`src/rtl/led_pkg.sv`:
```
// Shared LED command definitions: opcodes and command-word field layout.
package led_pkg;

  // Command word is {address, opcode, data}, 12 bits wide.
  localparam int CMD_W    = 12;
  localparam int ADDR_MSB = 11;
  localparam int ADDR_LSB = 7;
  localparam int OP_MSB   = 6;
  localparam int OP_LSB   = 4;
  localparam int D_MSB    = 3;
  localparam int D_LSB    = 0;

  typedef enum logic [2:0] {
    CMD_NOP = 3'b000,
    CMD_TGL = 3'b001,
    CMD_SHL = 3'b010,
    CMD_SHR = 3'b011,
    CMD_OFF = 3'b100,
    CMD_ON  = 3'b101,
    CMD_RST = 3'b110,
    CMD_SET = 3'b111
  } cmd_op_e;

endpackage

```
`src/rtl/led_blink_timer.sv`:
```
// Blink phase generator: prescaler -> tick counter -> phase flip-flop.
// Phase resets to 1 (LEDs shown) and is frozen at 1 while rate is 0.
module led_blink_timer
  import led_pkg::*;
#(
  parameter int BLINK_HALF = 50000
) (
  input  logic       clk,
  input  logic       rst,
  input  logic       rate_wr,
  input  logic [3:0] rate_in,
  output logic       phase
);

  localparam int PW = (BLINK_HALF > 1) ? $clog2(BLINK_HALF) : 1;
  localparam logic [PW-1:0] PRE_LAST = PW'(BLINK_HALF - 1);

  logic [PW-1:0] pre_q, pre_d;
  logic [3:0]    tick_q, tick_d;
  logic [3:0]    rate_q, rate_d;
  logic          phase_q, phase_d;

  // Next-state: a rate write restarts the timing, overriding any tick that would fire now.
  always_comb begin
    pre_d   = pre_q;
    tick_d  = tick_q;
    rate_d  = rate_q;
    phase_d = phase_q;
    if (rate_wr) begin
      rate_d  = rate_in;
      pre_d   = '0;
      tick_d  = '0;
      phase_d = 1'b1;
    end else if (rate_q == 4'd0) begin
      pre_d   = '0;
      tick_d  = '0;
      phase_d = 1'b1;
    end else if (pre_q == PRE_LAST) begin
      pre_d = '0;
      if (tick_q == rate_q - 4'd1) begin
        tick_d  = '0;
        phase_d = ~phase_q;
      end else begin
        tick_d = tick_q + 4'd1;
      end
    end else begin
      pre_d = pre_q + PW'(1);
    end
  end

  // Timer registers with synchronous reset to a rate of one tick per phase.
  always_ff @(posedge clk) begin
    if (rst) begin
      pre_q   <= '0;
      tick_q  <= '0;
      rate_q  <= 4'd1;
      phase_q <= 1'b1;
    end else begin
      pre_q   <= pre_d;
      tick_q  <= tick_d;
      rate_q  <= rate_d;
      phase_q <= phase_d;
    end
  end

  assign phase = phase_q;

endmodule

```
`src/rtl/led_array_ctrl.sv`:
```
// LED array controller: decodes bus commands into a state plane and a
// blink plane, and masks blinking LEDs off during the low blink phase.
module led_array_ctrl
  import led_pkg::*;
#(
  parameter logic [4:0] DEV_ADDR   = 5'h0C,
  parameter logic [4:0] BLINK_ADDR = 5'h0D,
  parameter int         N_LEDS     = 10,
  parameter int         BLINK_HALF = 50000
) (
  input  logic              clk,
  input  logic              rst,
  input  logic              new_cmd,
  input  logic [CMD_W-1:0]  cmd_buf,
  output logic [N_LEDS-1:0] leds,
  output logic              ack
);

  localparam logic [N_LEDS-1:0] ONE = N_LEDS'(1);

  logic [4:0]        cmdAddr;
  cmd_op_e           cmdOp;
  logic [3:0]        cmdD;
  logic [N_LEDS-1:0] mask;
  logic              hitDev, hitBlink, rateWr, phase;

  logic [N_LEDS-1:0] state_q, state_d;
  logic [N_LEDS-1:0] blink_q, blink_d;
  logic              ack_q, ack_d;

  assign cmdAddr  = cmd_buf[ADDR_MSB:ADDR_LSB];
  assign cmdOp    = cmd_op_e'(cmd_buf[OP_MSB:OP_LSB]);
  assign cmdD     = cmd_buf[D_MSB:D_LSB];
  assign hitDev   = new_cmd && (cmdAddr == DEV_ADDR);
  assign hitBlink = new_cmd && (cmdAddr == BLINK_ADDR);
  assign rateWr   = hitBlink && (cmdOp == CMD_NOP);

  // Shifting past the top bit leaves an all-zero mask, so out-of-range indices do nothing.
  assign mask = ONE << cmdD;

  // Applies one opcode to a plane; NOP leaves the plane alone (rate writes are handled by the timer).
  function automatic logic [N_LEDS-1:0] applyOp(
    input logic [N_LEDS-1:0] p,
    input cmd_op_e           op,
    input logic [3:0]        d,
    input logic [N_LEDS-1:0] m
  );
    logic [N_LEDS-1:0] r;
    r = p;
    case (op)
      CMD_OFF: r = p & ~m;
      CMD_ON:  r = p | m;
      CMD_TGL: r = p ^ m;
      CMD_RST: r = '0;
      CMD_SET: r = '1;
      CMD_SHL: begin
        r    = p << 1;
        r[0] = d[3] ? p[N_LEDS-1] : d[0];
      end
      CMD_SHR: begin
        r           = p >> 1;
        r[N_LEDS-1] = d[3] ? p[0] : d[0];
      end
      default: r = p;
    endcase
    return r;
  endfunction

  // Next-state for both planes and the acknowledge pulse.
  always_comb begin
    state_d = state_q;
    blink_d = blink_q;
    ack_d   = hitDev || hitBlink;
    if (hitDev) begin
      state_d = applyOp(state_q, cmdOp, cmdD, mask);
    end
    if (hitBlink) begin
      blink_d = applyOp(blink_q, cmdOp, cmdD, mask);
    end
  end

  // Plane and ack registers; reset wins over any command presented on the same edge.
  always_ff @(posedge clk) begin
    if (rst) begin
      state_q <= '0;
      blink_q <= '0;
      ack_q   <= 1'b0;
    end else begin
      state_q <= state_d;
      blink_q <= blink_d;
      ack_q   <= ack_d;
    end
  end

  led_blink_timer #(
    .BLINK_HALF(BLINK_HALF)
  ) u_timer (
    .clk    (clk),
    .rst    (rst),
    .rate_wr(rateWr),
    .rate_in(cmdD),
    .phase  (phase)
  );

  assign leds = state_q & ~(blink_q & {N_LEDS{~phase}});
  assign ack  = ack_q;

endmodule
```
`config.mk`:
```
export PLATFORM = sky130hd
export DESIGN_NAME = led_array_ctrl
export DESIGN_NICKNAME = d
export VERILOG_FILES = /design/src/rtl/led_pkg.sv /design/src/rtl/led_blink_timer.sv /design/src/rtl/led_array_ctrl.sv
export SDC_FILE = /design/constraint.sdc
export NUM_CORES = 1
export LEC_CHECK = 0
export CAP_MARGIN = 20
export CORE_ASPECT_RATIO = 1.2
export CORE_MARGIN = 2
export CORE_UTILIZATION = 40
export DETAILED_ROUTE_END_ITERATION = 8
export GPL_ROUTABILITY_DRIVEN = 0
export GPL_TIMING_DRIVEN = 0
export PLACE_DENSITY = 0.66
export SLEW_MARGIN = 20
export SYNTH_ARGS = -nofsm -noshare
export SYNTH_HDL_FRONTEND = slang
export SYNTH_HIERARCHICAL = 1
export SYNTH_SLANG_ARGS = --single-unit
```
`constraint.sdc`:
```
create_clock -name clk -period 4.2 [get_ports clk]
set_input_delay 0.63 -clock clk [delete_from_list [all_inputs] [get_ports clk]]
set_output_delay 0.63 -clock clk [all_outputs]
set_load 0.03 [all_outputs]
```
# [After elaboration in Yosys (flattened, before gate mapping)]
# Index checks and enable logic that the tools add are counted.
[classes] addsub=3 eq_ne=11 shifts=1 muxes=7 n_bitwise=11 n_reduce_logical=12
[ops] operator="$pmux 10 s7" n=2
[ops] operator="$and 10x10->10" n=4
[ops] operator="$not 10->10" n=2
[ops] operator="$or 10x10->10" n=2
[ops] operator="$xor 10x10->10" n=2
[ops] operator="$add 16x1->16 const B" n=1
[ops] operator="$eq 16x16->1 const B" n=1
[ops] operator="$eq 3x3->1 const B" n=4
[ops] operator="$eq 5x4->1 const B" n=2
[ops] operator="$shl 1x4->10 const A" n=1
[ops] operator="$reduce_bool 7->1" n=1
[ops] operator="$eq 3x2->1 const B" n=2
[ops] operator="$reduce_and 2->1" n=3
[ops] operator="$add 4x1->4 const B" n=1
[ops] operator="$eq 4x4->1" n=1
[ops] operator="$logic_not 4->1" n=1
[ops] operator="$mux 1" n=4
[ops] operator="$mux 4" n=1
[ops] operator="$reduce_or 4->1" n=1
[ops] operator="$sub 4x1->4 const B" n=1
[ops] operator="$eq 3x1->1 const B" n=1
[ops] operator="$logic_and 1x1->1" n=3
[ops] operator="$logic_not 3->1" n=1
[ops] operator="$reduce_or 3->1" n=1
[ops] operator="2 further kinds" n=2
[totals] regBits=46 out_inout_bits=11

# [Longest topological paths before layout]
# Gate-level depths: netlist of the first run.
[depth] depth_word=4 depth_mapped=8 mapped_depth_nobuf=7

# [Hierarchy]
# The synthesis of the first run kept the hierarchy.
[by_module_without_submodules] mod="led_array_ctrl" n_inst=1 cells_each=297 area_per_inst_um2=2386.0 seq_area_each_um2=420.4
[by_module_without_submodules] mod="led_blink_timer" n_inst=1 cells_each=141 area_per_inst_um2=1239.9 seq_area_each_um2=500.5

# [Worst setup path before layout of the first run]
# No wires, ideal clock.
[synth_timing] path_type="input-to-reg" start="input port cmd_buf[2]" end="register state_q[7]" setup_ns=0.117 arrival_ns=2.065 required_time_ns=4.083 setup_slack_ns=2.018 path_stages=7 n_path_buf=0 cell_sequence="nor2b_1 > nand3_1 > ha_1 > nor2b_1 > o221a_2 > a221o_1 > a22o_1"
[synth_via] elab_chain_len=4 elab_cells_between_ends=6 classes_between="shift (1); mux (1); bitwise (4)"
[synth_rtl] element="start: declaration" line="led_array_ctrl.sv:14" rtl="input logic [CMD_W-1:0] cmd_buf,"
[synth_rtl] element="$shl 1x4->10 (*)" line="led_array_ctrl.sv:39" rtl="assign mask = ONE << cmdD;"
[synth_rtl] element="$not 10->10" line="led_array_ctrl.sv:51" rtl="CMD_OFF: r = p & ~m;"
[synth_rtl] element="$and 10x10->10" line="led_array_ctrl.sv:51"
[synth_rtl] element="$pmux 10 s7 (*)" line="led_array_ctrl.sv:50" rtl="case (op)"
[synth_rtl] element="end signal: assignment" line="led_array_ctrl.sv:89" rtl="state_q <= state_d;"
[synth_rtl] element="end: declaration" line="led_array_ctrl.sv:27" rtl="logic [N_LEDS-1:0] state_q, state_d;"
# Mark *: on every way between the ends. The rest lies on a longest branch, timed or not.
# A chain may end at the register's enable or synchronous reset.

# [Worst setup path after layout of the first run]
[layout_timing] start="input port cmd_buf[3]" end="register state_q[7]"
# The elaborated chain is that of the path after synthesis.

==> results of run 1 <==
-- through the flow --
step           util [%]  power [W]
2_1_floorplan         -   0.000547
3_3_place_gp       44.9   0.000597
3_5_place_dp       44.9   0.000600
4_1_cts            46.0   0.000897
5_1_grt            46.0   0.000928
6_report           46.0   0.000890
-- state kept, by name (all words and copies together) (netlist names) --
signal	count
ack	1
blink_q	10
state_q	10
u_timer/phase	1
u_timer/pre_q	16
u_timer/rate_q	4
u_timer/tick_q	4
-- power groups by stage --
stage | combinational (W) | sequential [W] | clock, W
3_5_place_dp | 0.000147 | 0.000453 | 0
3_3_place_gp | 0.000144 | 0.000453 | 0
4_1_cts | 0.000148 | 0.000443 | 0.000306
2_1_floorplan | 0.0000944 | 0.000453 | 0
6_report | 0.000150 | 0.000443 | 0.000296
5_1_grt | 0.000163 | 0.000444 | 0.000321
-- worst reg2reg max path: stages (launching register included) --
cell     delay, ps
dfxtp_1        340
or4b_1         560
or4_1          570
buf_6          170
nand2_2        120
buf_4          190
nor2_1          60
-- cell families after synthesis --
family | Yosys count | synth area share, %
AOI/OAI and AO/OA | 119 | 24.7
xor gates and xnor gates | 17 | 4.49
adders and majority gates | 43 | 14.8
buffers and inverters | 61 | 7.52
DFF | 46 | 25.4
muxes | 13 | 3.59
and+or+nand+nor | 139 | 19.4
-- final cells by class --
type,count,area [um^2],share of cell area [%]
multi-input cells,331,2430,59.2
flip-flops and latches,46,921,22.4
repair buffers,24,240,5.84
inverters,41,154,3.74
well taps,120,150,3.65
plain buffers,20,119,2.89
clock buffers,6,82.6,2.01
clock inverters,2,12.5,0.304
-- worst max path at each step --
stage / cells after the start / to
final: 8 / state_q[7]
after CTS: 3 / leds[0]
after detailed placement: 8 / state_q[7]
after global placement: 8 / state_q[7]
after global routing: 8 / state_q[7]
after floorplan: 7 / state_q[7]
-- placed cells by master, fill, tap and decap left out, types with 5 or more instances in the layout --
cell,instances
a21o_1,6
a21oi_1,19
a221o_1,9
a22oi_1,10
a32o_1,7
buf_2,5
clkbuf_1,8
clkbuf_8,6
clkdlybuf4s50_1,24
dfxtp_1,46
ha_1,43
inv_1,38
mux2i_1,13
nand2_1,42
nand3_1,11
nor2_1,35
nor2b_1,11
nor3_1,9
o211ai_1,13
o21ai_0,16
o31ai_1,10
xnor2_1,12
-- layer usage --
| metal | global-route usage (%) | vias to the layer above | share of wire [%] |
|---|---|---|---|
| li1 | - | 1644 | - |
| met1 | 25.2 | 1627 | 42 |
| met4 | 9.52 | 0 | 3.4 |
| met2 | 36.9 | 141 | 48 |
| met3 | 3.69 | 33 | 6.5 |
| met5 | 0 | - | 0 |
==> run metrics, run 1 <==
Worst Path Required=4400 ps; Max Cap Viol=0; Post-Syn Area=~0.0036 mm^2; Max Transition Viols Final=0; Diodes inserted=0; worst setup path start=cmd_buf[3]; Cells after Synth=438; hold_sp=u_timer/pre_q[0]; Synth area leaders=dfxtp_1 (25%), ha_1 (15%), nand2_1 (4.3%), inv_1 (3.9%), nor2_1 (3.6%); DR vias=~3.4k; setup slack after layout=1470 ps; Top cell by count, worst path=nor2b_1; die area=0.00985 mm^2; CP Capture Type=flop; final period utilization=65.0%; fin cells=roughly 600; status=completed; Post-CTS Resized=0; I/O pin cnt=26; worst slack, placed=about 1200 ps; port bufs=24; Post-synth EDFFs=0; DRC Markers=0; Top delay family on crit path=simple AND/OR/NAND/NOR gates; CP max stage cell=clkdlybuf4s50_1; P_int=0.000631 W; Starting Density=40.6%; crit path DAT=2930 ps; worst reg-to-reg setup slack=2090 ps; Setup CP Type=in2reg; hold path cells=1; GRT Overall Usage=21.0%; Clk pwr share=33.3%; Die W=90.9 um; DRT iter0 DRCs=between 300 and 400; CTS clk-pin slew, worst paths=~90 ps; commonest cells in the netlist=dfxtp_1 (46), ha_1 (43), nand2_1 (42), inv_1 (38), nor2_1 (35); worst skew pair latency=300 ps; Seq/Total Area, Yosys=25.4%; # fillers=912; Placed Cells=582; TritonCTS Buffers=5; Layout Skew=7.21 ps; DP Area=0.00402 mm^2; final instance area=0.00411 mm^2; GRT Residual Overflow=0; count of final setup violators=0; RSZ-0062 raised after global routing=no; Crit path largest cell delay=570 ps; Synth area leader=dfxtp_1; Max Freq=0.366 GHz; Routed wire per std cell=17.4 um; Leakage=1.55 nW; Min Clock Period, post-route=2730 ps; drt pass-1 iters=8; switching power=0.000259 W; Max Buffers Root-to-Sink=2; Power per Cell Area=216 mW/mm^2; R2R Path Start=u_timer/pre_q[13]; capturing point of the worst reg2reg path=u_timer/pre_q[14]; htree depth=2; Die Ht=108 um; vias in the first global route=3399; slew at the pin closest to its max-slew limit=726 ps; Cell Rows=38; Hold Vio Cnt, Final=0; Worst setup SP type=primary input; Via density=slightly below 6; crit path buf inv count=1; YS warnings=6; proportion of layout cells with a drive suffix above 1=7.23%; Post-Syn Nets=496; critical-path maximum fanout=9; Flop pwr share=49.8%; Slew headroom=51.6%; fin nets=527; DRT antenna net count=0; largest net degree at the start of global routing=15; hold worst-path end=u_timer/pre_q[0]; Clock Sink Count=46; Switching Share=29.1%; core area=0.00894 mm^2; dominant synthesized flop cell=dfxtp_1; Comb power frac=16.9%; DP HPWL=between 7000 and 8000 um; post-synth cell types=60; initial antenna violation count=0; ys async rst share=0%; Post-Route WL=approximately 10000 um; Post-CTS Repair Setup Buffers=0; post-synth top area share=25.4%; Layout area overhead=13.4%; HP Class=reg2reg; Hold-fix buffers, CTS=0; critical path, cell by cell=clkdlybuf4s50_1 -> nor2b_1 -> nand3_1 -> ha_1 -> nor2b_1 -> o221a_2 -> a221o_1 -> a22o_1; Max VDD drop=141 uV; synthesis-stage register bit count=46; CTS root buffer=clkbuf_8; reg2reg path depth=6; global-route wire length before repair=16600 um; final hold slack=454 ps; synthesized area per cell=8.28 um^2; most frequent cell after synthesis=dfxtp_1; CTS tree=yes; Final TNS setup=0 ps
Note: power is estimated with default switching activity, not from simulation.
==> inputs of run 2 (changes only) <==
--- a/config.mk
+++ b/config.mk
@@ -12,7 +12,7 @@
 export DETAILED_ROUTE_END_ITERATION = 8
 export GPL_ROUTABILITY_DRIVEN = 0
 export GPL_TIMING_DRIVEN = 0
-export PLACE_DENSITY = 0.66
+export PLACE_DENSITY = 0.68
 export SLEW_MARGIN = 20
 export SYNTH_ARGS = -nofsm -noshare
 export SYNTH_HDL_FRONTEND = slang
==> constraint.sdc (replaced) <==
create_clock -name clk -period 2.3 [get_ports clk]
set_input_delay 0.345 -clock clk [delete_from_list [all_inputs] [get_ports clk]]
set_output_delay 0.345 -clock clk [all_outputs]
set_load 0.03 [all_outputs]
==> run metrics, run 2 (same netlist as run 1, synthesis figures left out) <==
status=finished, violations left (was completed); failing checks=design-rule violations; Post-CTS Repair Setup Buffers=0 (unchanged); CTS root buffer=clkbuf_8 (unchanged); Top delay family on crit path=buffers and inverters (was simple AND/OR/NAND/NOR gates); CTS clk-pin slew, worst paths=90 ps (about the same); CP max stage cell=clkdlybuf4s50_1 (unchanged); crit path buf inv count=2 (was 1); Max Buffers Root-to-Sink=2 (unchanged); I/O pin cnt=26 (unchanged); CP Capture Type=output pin (was flop); Cell Rows=38 (unchanged); max reg flops=16 (unchanged); Layout area overhead=14.4% (was 13.4%); Placed Cells=582 (unchanged); Post-Route WL=10300 um (about the same); Max VDD drop=286 uV (was 141 uV); initial antenna violation count=0 (unchanged); slew at the pin closest to its max-slew limit=690 ps (was 726 ps); global-route wire length before repair=16700 um (was 16600 um); Slew headroom=53.9% (was 51.6%); count of final setup violators=0 (unchanged); Diodes inserted=0 (unchanged); Largest Register=u_timer/pre_q (unchanged); Min Clock Period, post-route=2220 ps; core area=0.00894 mm^2 (unchanged); critical-path maximum fanout=10 (was 9); Leakage=1.61 nW (was 1.55 nW); Hold Vio Cnt, Final=0 (unchanged); Layout Skew=14.7 ps (was 7.21 ps); proportion of layout cells with a drive suffix above 1=8.09% (was 7.23%); vias in the first global route=3427 (was 3399); largest net degree at the start of global routing=15 (unchanged); Clock Sink Count=46 (unchanged); Power per Cell Area=412 mW/mm^2 (was 216 mW/mm^2); DR vias=3524 (was 3445); worst slack, placed=-459 ps (was 1160 ps); RSZ-0062 raised after global routing=no (unchanged); GRT Overall Usage=21.0% (about the same); DP HPWL=7330 um (was 7510 um); Setup CP Type=reg2out (was in2reg); die area=0.00985 mm^2 (unchanged); worst skew pair latency=300 ps (about the same); CTS tree=yes (unchanged); Regs by FF count=u_timer/pre_q (16), blink_q (10), state_q (10) (unchanged); Worst setup SP type=flop (was primary input); Die W=90.9 um (unchanged); crit path DAT=1880 ps (was 2930 ps); Hold-fix buffers, CTS=0 (unchanged); setup slack after layout=79.2 ps (was 1470 ps); fin nets=527 (unchanged); htree depth=2 (unchanged); Max Cap Viol=0 (unchanged); Util after Layout=46.4% (was 46.0%); GRT Residual Overflow=0 (unchanged); port bufs=24 (unchanged); critical path, cell by cell=clkinv_2 -> a21oi_1 -> clkdlybuf4s50_1 (was clkdlybuf4s50_1 -> nor2b_1 -> nand3_1 -> ha_1 -> nor2b_1 -> o221a_2 -> a221o_1 -> a22o_1); Die Ht=108 um (unchanged); Crit path largest cell delay=720 ps (was 570 ps); Max Transition Viols Final=0 (unchanged); HP Class=reg2reg (unchanged); # fillers=921 (was 912); TritonCTS Buffers=5 (unchanged); Max Freq=0.450 GHz; final hold slack=458 ps (was 454 ps); Starting Density=40.6% (unchanged); DRT iter0 DRCs=405 (was 309); Via density=5.97 (was 5.84); commonest cells after routing, fill and taps aside=dfxtp_1 (46), ha_1 (43), nand2_1 (42) (unchanged); Final TNS setup=0 ps (unchanged); drt pass-1 iters=9 (was 8); DRT antenna net count=0 (unchanged); final period utilization=96.6%; DRC Markers=1 (was 0); fin cells=590 (unchanged); Worst Path Required=1960 ps (was 4400 ps); commonest non-fill, non-tap cell in the layout=dfxtp_1 (unchanged); Routed wire per std cell=17.4 um (about the same)
run 2: cell type report:
type | instances | area (um^2) | area share, %
inverters | 41 | 155 | 3.74
clock buffers | 6 | 72.6 | 1.75
repair buffers | 24 | 245 | 5.91
plain buffers | 20 | 120 | 2.90
well taps | 120 | 150 | 3.62
clock inverters | 2 | 37.5 | 0.905
flip-flops and latches | 46 | 921 | 22.2
multi-input cells | 331 | 2450 | 59.0
run 2: where the power goes:
part / switching (W) / leakage, nW / internal [W] / total [W]
clock network: 0.000298 / 0.0514 / 0.000325 / 0.000623
registers: 0.00000668 / 0.371 / 0.000802 / 0.000809
logic: 0.000171 / 1.18 / 0.000107 / 0.000278
total: 0.000475 / 1.61 / 0.00123 / 0.00171
run 2: stage by stage:
step                      area, um^2  power, W
after floorplan                 3630  0.000999
after global placement          4020   0.00109
after detailed placement        4020   0.00110
after CTS                       4140   0.00172
after global routing            4150   0.00177
final                           4150   0.00171
run 2: path summary, 6_finish.rpt:
path                                         from                 to  slack (ps)  cells past startpoint
worst max register to register  u_timer/pre_q[12]  u_timer/pre_q[12]         230                      6
worst min register to register   u_timer/pre_q[0]   u_timer/pre_q[0]         460                      1
worst min-delay path             u_timer/pre_q[0]   u_timer/pre_q[0]         460                      1
worst max-delay path                u_timer/phase            leds[2]          80                      3
run 2: per-layer routing:
layer  GRT usage [%]  vias to the layer above  share of wire, %
li1                -                     1647                 -
met1            25.6                     1687                41
met2            37.0                      164                50
met3            2.51                       26               7.0
met4            9.52                        0               2.3
met5               0                        -                 0
run 2: timing repair:
action | in CTS | in global routing
resized for setup | 6 | 5
endpoints found under the setup margin | 14 | 15
cloned | 0 | 0
